<file path="src/rtl/writeback_arbiter_pkg.sv">
// Shared defaults for the register-file write side: data width, register
// index width, architectural register count and load-queue sizing.
package writeback_arbiter_pkg;

    localparam int DEF_XLEN           = 32;
    localparam int DEF_REG_ADDR_WIDTH = 5;
    localparam int DEF_REG_COUNT      = 32;
    localparam int DEF_LQ_DEPTH       = 2;

    // Width of an occupancy counter able to hold 0..depth inclusive.
    function automatic int cnt_width(input int depth);
        return $clog2(depth + 1);
    endfunction

endpackage

</file>
<file path="src/rtl/wb_load_queue.sv">
// In-order load-result FIFO. Power-of-two depth so pointers wrap naturally;
// push and pop in the same cycle both take effect.
module wb_load_queue
    import writeback_arbiter_pkg::*;
#(
    parameter int DEPTH = DEF_LQ_DEPTH,
    parameter int W     = DEF_XLEN + DEF_REG_ADDR_WIDTH
) (
    input  logic                        clk,
    input  logic                        rst,
    input  logic                        push,
    input  logic [W-1:0]                push_data,
    input  logic                        pop,
    output logic [W-1:0]                pop_data,
    output logic                        full,
    output logic                        empty,
    output logic [cnt_width(DEPTH)-1:0] count
);

    localparam int AW = $clog2(DEPTH);
    localparam int CW = cnt_width(DEPTH);

    logic [W-1:0]  mem [DEPTH];
    logic [AW-1:0] wr_ptr;
    logic [AW-1:0] rd_ptr;
    logic          do_push;
    logic          do_pop;

    assign full     = (count == CW'(DEPTH));
    assign empty    = (count == '0);
    assign do_push  = push && !full;
    assign do_pop   = pop && !empty;
    assign pop_data = mem[rd_ptr];

    always_ff @(posedge clk) begin
        if (!rst) begin
            wr_ptr <= '0;
            rd_ptr <= '0;
            count  <= '0;
        end else begin
            if (do_push) wr_ptr <= wr_ptr + 1'b1;
            if (do_pop)  rd_ptr <= rd_ptr + 1'b1;
            case ({do_push, do_pop})
                2'b10:   count <= count + 1'b1;
                2'b01:   count <= count - 1'b1;
                default: count <= count;
            endcase
        end
    end

    // Storage carries no reset; validity is tracked entirely by count.
    always_ff @(posedge clk) begin
        if (do_push) mem[wr_ptr] <= push_data;
    end

endmodule

</file>
<file path="src/rtl/writeback_arbiter.sv">
// Register-file write port: ALU results win over queued load results; a
// destination scoreboard reports pending writes to decode's source operands.
module writeback_arbiter
    import writeback_arbiter_pkg::*;
#(
    parameter int XLEN           = DEF_XLEN,
    parameter int REG_ADDR_WIDTH = DEF_REG_ADDR_WIDTH,
    parameter int LQ_DEPTH       = DEF_LQ_DEPTH
) (
    input  logic                      clk,
    input  logic                      rst,
    input  logic                      issue_valid,
    input  logic [REG_ADDR_WIDTH-1:0] issue_rd,
    input  logic                      alu_valid,
    input  logic [REG_ADDR_WIDTH-1:0] alu_rd,
    input  logic [XLEN-1:0]           alu_data,
    input  logic                      ld_valid,
    output logic                      ld_ready,
    input  logic [REG_ADDR_WIDTH-1:0] ld_rd,
    input  logic [XLEN-1:0]           ld_data,
    input  logic [REG_ADDR_WIDTH-1:0] rs1,
    input  logic [REG_ADDR_WIDTH-1:0] rs2,
    output logic                      rs1_busy,
    output logic                      rs2_busy,
    output logic                      we,
    output logic [REG_ADDR_WIDTH-1:0] rd,
    output logic [XLEN-1:0]           rd_data
);

    localparam int REG_COUNT = 2 ** REG_ADDR_WIDTH;
    localparam int EW        = REG_ADDR_WIDTH + XLEN;

    logic                             lq_push;
    logic                             lq_pop;
    logic                             lq_full;
    logic                             lq_empty;
    logic [EW-1:0]                    lq_head;
    logic [cnt_width(LQ_DEPTH)-1:0]   lq_count;
    logic [REG_ADDR_WIDTH-1:0]        lq_rd;
    logic [XLEN-1:0]                  lq_data;
    logic [REG_COUNT-1:0]             pending;
    logic [REG_COUNT-1:0]             pending_nxt;

    // Readiness looks at occupancy only, never at a same-cycle pop.
    assign ld_ready = rst && !lq_full;
    assign lq_push  = ld_valid && ld_ready;
    assign lq_pop   = !alu_valid && !lq_empty;
    assign {lq_rd, lq_data} = lq_head;

    wb_load_queue #(
        .DEPTH (LQ_DEPTH),
        .W     (EW)
    ) u_lq (
        .clk       (clk),
        .rst       (rst),
        .push      (lq_push),
        .push_data ({ld_rd, ld_data}),
        .pop       (lq_pop),
        .pop_data  (lq_head),
        .full      (lq_full),
        .empty     (lq_empty),
        .count     (lq_count)
    );

    // Commit clears on the same edge the register file writes; a new issue
    // to the same register on that edge keeps it pending.
    always_comb begin
        pending_nxt = pending;
        if (we) pending_nxt[rd] = 1'b0;
        if (issue_valid && issue_rd != '0) pending_nxt[issue_rd] = 1'b1;
        pending_nxt[0] = 1'b0;
    end

    assign rs1_busy = (rs1 != '0) && pending[rs1];
    assign rs2_busy = (rs2 != '0) && pending[rs2];

    always_ff @(posedge clk) begin
        if (!rst) begin
            we      <= 1'b0;
            rd      <= '0;
            rd_data <= '0;
            pending <= '0;
        end else begin
            pending <= pending_nxt;
            if (alu_valid) begin
                we      <= (alu_rd != '0);
                rd      <= alu_rd;
                rd_data <= alu_data;
            end else if (!lq_empty) begin
                we      <= (lq_rd != '0);
                rd      <= lq_rd;
                rd_data <= lq_data;
            end else begin
                we      <= 1'b0;
            end
        end
    end

endmodule
</file>
<file path="config.mk">
export PLATFORM = sky130hd
export DESIGN_NAME = writeback_arbiter
export DESIGN_NICKNAME = d
export VERILOG_FILES = /design/src/rtl/writeback_arbiter_pkg.sv /design/src/rtl/wb_load_queue.sv /design/src/rtl/writeback_arbiter.sv
export SDC_FILE = /design/constraint.sdc
export NUM_CORES = 1
export LEC_CHECK = 0
export CAP_MARGIN = 20
export CORE_MARGIN = 1
export CORE_UTILIZATION = 55
export CTS_CLUSTER_SIZE = 40
export DETAILED_ROUTE_END_ITERATION = 7
export PLACE_DENSITY = 0.82
export SKIP_CTS_REPAIR_TIMING = 1
export SLEW_MARGIN = 25
export SYNTH_ARGS = -nofsm -noshare
export SYNTH_HDL_FRONTEND = slang
export SYNTH_SLANG_ARGS = --single-unit
</file>
<file path="constraint.sdc">
create_clock -name clk -period 5.71 [get_ports clk]
set_input_delay 0.8565 -clock clk [delete_from_list [all_inputs] [get_ports clk]]
set_output_delay 0.8565 -clock clk [all_outputs]
set_load 0.005 [all_outputs]
</file>
* Yosys cells after proc, flatten, opt, wreduce, memory -nomap -nowiden
Memories as Yosys holds them, arrays and structs flattened. A register that Yosys moved wholly into a read port is not among the register bits. Index checks and enable logic that the tools add are counted.
Word-level totals: memories kept 1, logic and storage cells 67, memory bits (writable) 74, register bits 74, bits of input ports 94, output and inout bits 41
Memory list:
- u_lq.mem | words 2, width 37, read ports 1, clocked after Yosys merged registers in 1, wr ports 1, RTL line wb_load_queue.sv:23 | logic [W-1:0] mem [DEPTH];
Operators by class: equality and inequality tests 4, magnitude comparators 6, $add $sub $neg 4, bitwise gates (word level) 3, reduce and logical (&&, ||, !) cells 20, multiplexer cells 21
Operator list (number):
- $mux W32 | 4
- $and A32 B32 Y32 | 1
- $not A32 Y32 | 1
- $or A32 B32 Y32 | 1
- $reduce_bool A5 Y1 | 5
- $lt A5 B6 Y1 const B | 4
- $bmux W1 S5 | 2
- $demux W1 S5 | 2
- $ge A5 B1 Y1 const B | 2
- $logic_and A1 B1 Y1 | 10
- $mux W1 | 10
- $mux W5 | 2
- $eq A2 B2 Y1 const B | 2
- $pmux W2 S2 | 1
- $logic_not A1 Y1 | 3
- $add A1 B1 Y1 const B | 2
- $add A2 B1 Y2 const B | 1
- $eq A2 B1 Y1 const B | 1
- $logic_not A2 Y1 | 1
- $ne A2 B2 Y1 const B | 1
- $reduce_bool A2 Y1 | 1
- $sub A2 B1 Y2 const B | 1

* Depth between registers and ports, before layout
word-level depth 9, gate-level depth with buffers 8, mapped depth without buffers 7

* By module
Synthesis repeated with hierarchy kept, for this count alone.
Unflattened totals: cell total of the unflattened synthesis 586, area total of the unflattened synthesis 6698.9 µm²
Modules (own cells, without submodules):
- writeback_arbiter | cells each 445, area an instance 3803.6 µm², sequential area each 1381.3 µm², instances 1
- wb_load_queue | cells each 141, area an instance 2895.3 µm², sequential area each 2322.2 µm², instances 1

* Worst setup path after synthesis
OpenSTA, ideal clock, no wires.
path kind input to register, from in rst, to mem u_lq.mem[0][0] (netlist name), enable pin, buffers on the path 0, required time 5277 ps, cell stages on the path 3, arrival 2802 ps, library setup time 433 ps, setup slack 2476 ps, cells stage by stage a21boi_1 -> nand2_1 -> nor2_1
On the way: word-level cells in the longest chain between the ends 5
RTL lines:
- start: declaration | RTL line writeback_arbiter.sv:11 | input logic rst,
- $logic_and A1 B1 Y1 | RTL line writeback_arbiter.sv:45 | assign ld_ready = rst && !lq_full;
- $logic_and A1 B1 Y1 | RTL line writeback_arbiter.sv:46 | assign lq_push = ld_valid && ld_ready;
- $logic_and A1 B1 Y1 | RTL line wb_load_queue.sv:31 | assign do_push = push && !full;
- $mux W1 | RTL line wb_load_queue.sv:53 | if (do_push) mem[wr_ptr] <= push_data;
- $mux W1 (not written as such) | RTL line wb_load_queue.sv:53
- end: declaration | RTL line wb_load_queue.sv:23
No other way between the ends.

* Worst setup path in the final report
from in rs1[0], to out rs1_busy
On the way: word-level cells in the longest chain between the ends 3
RTL lines:
- start: declaration | RTL line writeback_arbiter.sv:21 | input logic [REG_ADDR_WIDTH-1:0] rs1,
- $bmux W1 S5 | RTL line writeback_arbiter.sv:74 | assign rs1_busy = (rs1 != '0) && pending[rs1];
- $mux W1 (not written as such) | RTL line writeback_arbiter.sv:74
- $logic_and A1 B1 Y1 * | RTL line writeback_arbiter.sv:74
- end: declaration | RTL line writeback_arbiter.sv:23 | output logic rs1_busy,
Mark *: on every way between the ends. The rest lies on a longest branch, timed or not. The select of a mux whose other input is x is not followed.

==> metrics.txt <==
initial antenna violation count=0; crit-path max FO=18; clk sinks=148; library cells used by synthesis=44; Post-Layout Cell Count=about 840; cells on worst reg2reg path=3; post-synth top area cell=edfxtp_1; CP max stage cell=clkdlybuf4s50_1; Period minus WS final=~4.2 ns; Hold Violations, Final=0; Detail Route Antenna Nets=0; total number of vias=5018; Num CTS Buffers=17; Die Wd=110.6 µm; H-tree Lvls=4; die area=0.01224 mm²; Post-synth EDFFs=74; setup TNS=0 ns; GRT Util Overall=0.2715; Final Slew Violations=0; Post-Route WL=about 16000 µm; RD Place Congestion=~0.94; register area share after synthesis=0.5708; top post-synthesis cells by area=edfxtp_1, dfxtp_1, mux2i_1; core area=0.01147 mm²; relative max-transition margin=0.3155; vias in the first global route=5085; reg2reg start=u_lq.count[0]$_SDFFE_PN0P_; pre-CTS setup slack=1.533 ns; I/O pins=135; WL per Instance=19.37 µm; Final WS setup=1.547 ns; maxcap violations=0; # setup viols final=0; Crit Path Category=in2out; initial drt markers=503; top post-synthesis cells by count=dfxtp_1, edfxtp_1, nand2_1; Detailed Place HPWL=~11000 µm; IO Port Bufs=134; Die Height=110.6 µm; Post-Syn Area=~0.0065 mm²; via/cell ratio=5.981; overflow left after global routing=0; Crit path required time=4.85 ns; Initial Utilization=0.5658; VDD IR max=0.0002865 V; share of the synthesized area in the top cell type=0.3425; fraction of layout cells with a size suffix above 1=0.09339; CP Buf/Inv Count=2; Worst Setup Start Kind=primary input; largest net degree at the start of global routing=76; num rows=39; # nets final=778; synthesis-to-finish area growth=29.68%; WP data arrival=~3.3 ns; drt pass-1 iters=7; main flop type after synthesis=edfxtp_1; Inst Count DP=807; n_diodes=0; syn avg cell area=11.50 µm²; Reg-to-Reg End=u_lq.mem[1][33]$_DFFE_PP_; total power density per cell area=350.9 mW/mm²; hold-critical path depth=2; fill count=786; Net Count, Synth=659; Leak=2.868 nW; Register Area=0.003707 mm²; first-pass GRT wire length=25850 µm; Fmax=240.2 MHz; Root Buffer=clkbuf_16; slew at the pin with the worst max-slew slack=1.024 ns; Setup Skew=0.007814 ns; FFs w/ async S/R, synth=0; status=completed; Hold Path Sink=pending[16]$_SDFF_PN0_; Largest stage delay, worst path=0.98 ns; worst reg2reg setup slack=3.71 ns; period utilization=0.7291; CP Cell Sequence=clkdlybuf4s50_1 > mux2_2 > a221oi_1 > a2111oi_1 > a21oi_1 > nand3_1 > clkdlybuf4s50_1; crit end category=output pin; Min-Delay Path Class=reg2reg; register bit total from synthesis=148; most frequent CP cell=clkdlybuf4s50_1; cell family with the largest share of critical-path delay=buffers and inverters; post-layout util=0.7338; Ys Warns=0; maximum buffer depth of the clock tree=2; Reg clk slew, reported paths=roughly 0.050 ns; latest clock arrival within the worst-skew pair=0.42 ns; combined area of the multi-input logic cells=about 0.0026 mm²; CTS tree=built; DRC=0; RSZ-0062 raised after global routing=no; Post-Syn Instances=564; Hold Crit Start=pending[16]$_SDFF_PN0_
kinds of logic after synthesis:
kind of cell             count (synthesis)  synth area share
AO/OA/AOI/OAI                          143            0.1506
XOR/XNOR                                 3          0.004050
adder cells (fa/ha/maj)                  1          0.001928
buffers and inverters                   41           0.03451
flip-flops                             148            0.5708
multiplexers                            59            0.1001
AND/OR/NAND/NOR                        169            0.1381
power by group:
part / internal [mW] / switching (mW)
registers: 1.22 / 0.108
logic: 0.322 / 0.247
clock network: 0.616 / 0.442
placed cells by master, fill, tap and decap left out, types with 2 or more instances in the layout:
master	instances
a21oi_1	20
dfxtp_1	73
and3b_1	3
or3b_2	2
a2111oi_0	6
mux2_2	21
mux4_1	2
a21boi_0	33
nand4b_1	2
nor2_1	22
a222oi_1	19
nor3b_1	4
nand2b_1	2
nand3b_1	5
a2111oi_1	2
xnor2_1	3
mux2i_1	36
clkinv_4	3
clkinvlp_4	3
clkbuf_16	17
inv_6	4
nand3_1	4
buf_4	3
edfxtp_1	74
o21ai_0	49
a221oi_1	10
nand4_1	2
nand2_1	56
or3_1	2
and2_1	22
inv_1	3
and2b_1	4
clkdlybuf4s50_1	132
clkinv_2	2
nor3_1	3
nor2b_1	29
and3_1	2
routing by layer:
metal	vias up	share of wire	GRT usage
met5	-	0	0
met4	0	0.026	0.09511
met3	40	0.067	0.07629
met2	197	0.53	0.4923
met1	2444	0.37	0.3030
li1	2337	-	-
cell type report:
type	instances	area share
flip-flops and latches	148	0.4406
multi-input cells	375	0.3054
repair buffers	137	0.1636
clock buffers	19	0.05264
well taps	143	0.02126
clock inverters	13	0.01472
inverters	4	0.001784
worst max-delay path by stage:
| stage | to | slack (ns) | startpoint | depth (start not counted) |
|---|---|---|---|---|
| 6_report | rs1_busy | 1.55 | rs1[0] | 7 |
| 5_1_grt | rs1_busy | 1.37 | rs1[0] | 7 |
| 4_1_cts | rs1_busy | 1.53 | rs1[0] | 7 |
| 3_5_place_dp | rs1_busy | 1.53 | rs1[0] | 7 |
| 3_3_place_gp | rs2_busy | 1.63 | rs2[0] | 7 |
| 2_1_floorplan | u_lq.mem[0][0]$_DFFE_PP_ | 2.48 | rst | 3 |
registers in the layout, indices dropped and copies added, names as in the netlist, named ones only:
| name | count |
|---|---|
| u_lq.mem | 74 |
| we | 1 |
| u_lq.count | 2 |
| u_lq.rd_ptr | 1 |
| rd_data | 32 |
| rd | 5 |
| u_lq.wr_ptr | 1 |
| pending | 31 |
tightest hold or removal path: stages, from the launching register on:
cell and delay, ns:
dfxtp_1 0.32, o21ai_0 0.07, a21boi_0 0.07
through the flow:
stage | hold WS (ns) | instance area, µm² | power [mW]
3_5_place_dp | 0.4969 | 7843 | 1.910
4_1_cts | 0.5044 | 8409 | 2.964
6_report | 0.5052 | 8414 | 2.952
2_1_floorplan | 0.4607 | 6489 | 1.653
3_3_place_gp | 0.5042 | 7815 | 1.883
5_1_grt | 0.5455 | 8414 | 3.069
No activity file was read; power rests on OpenSTA's default activity.
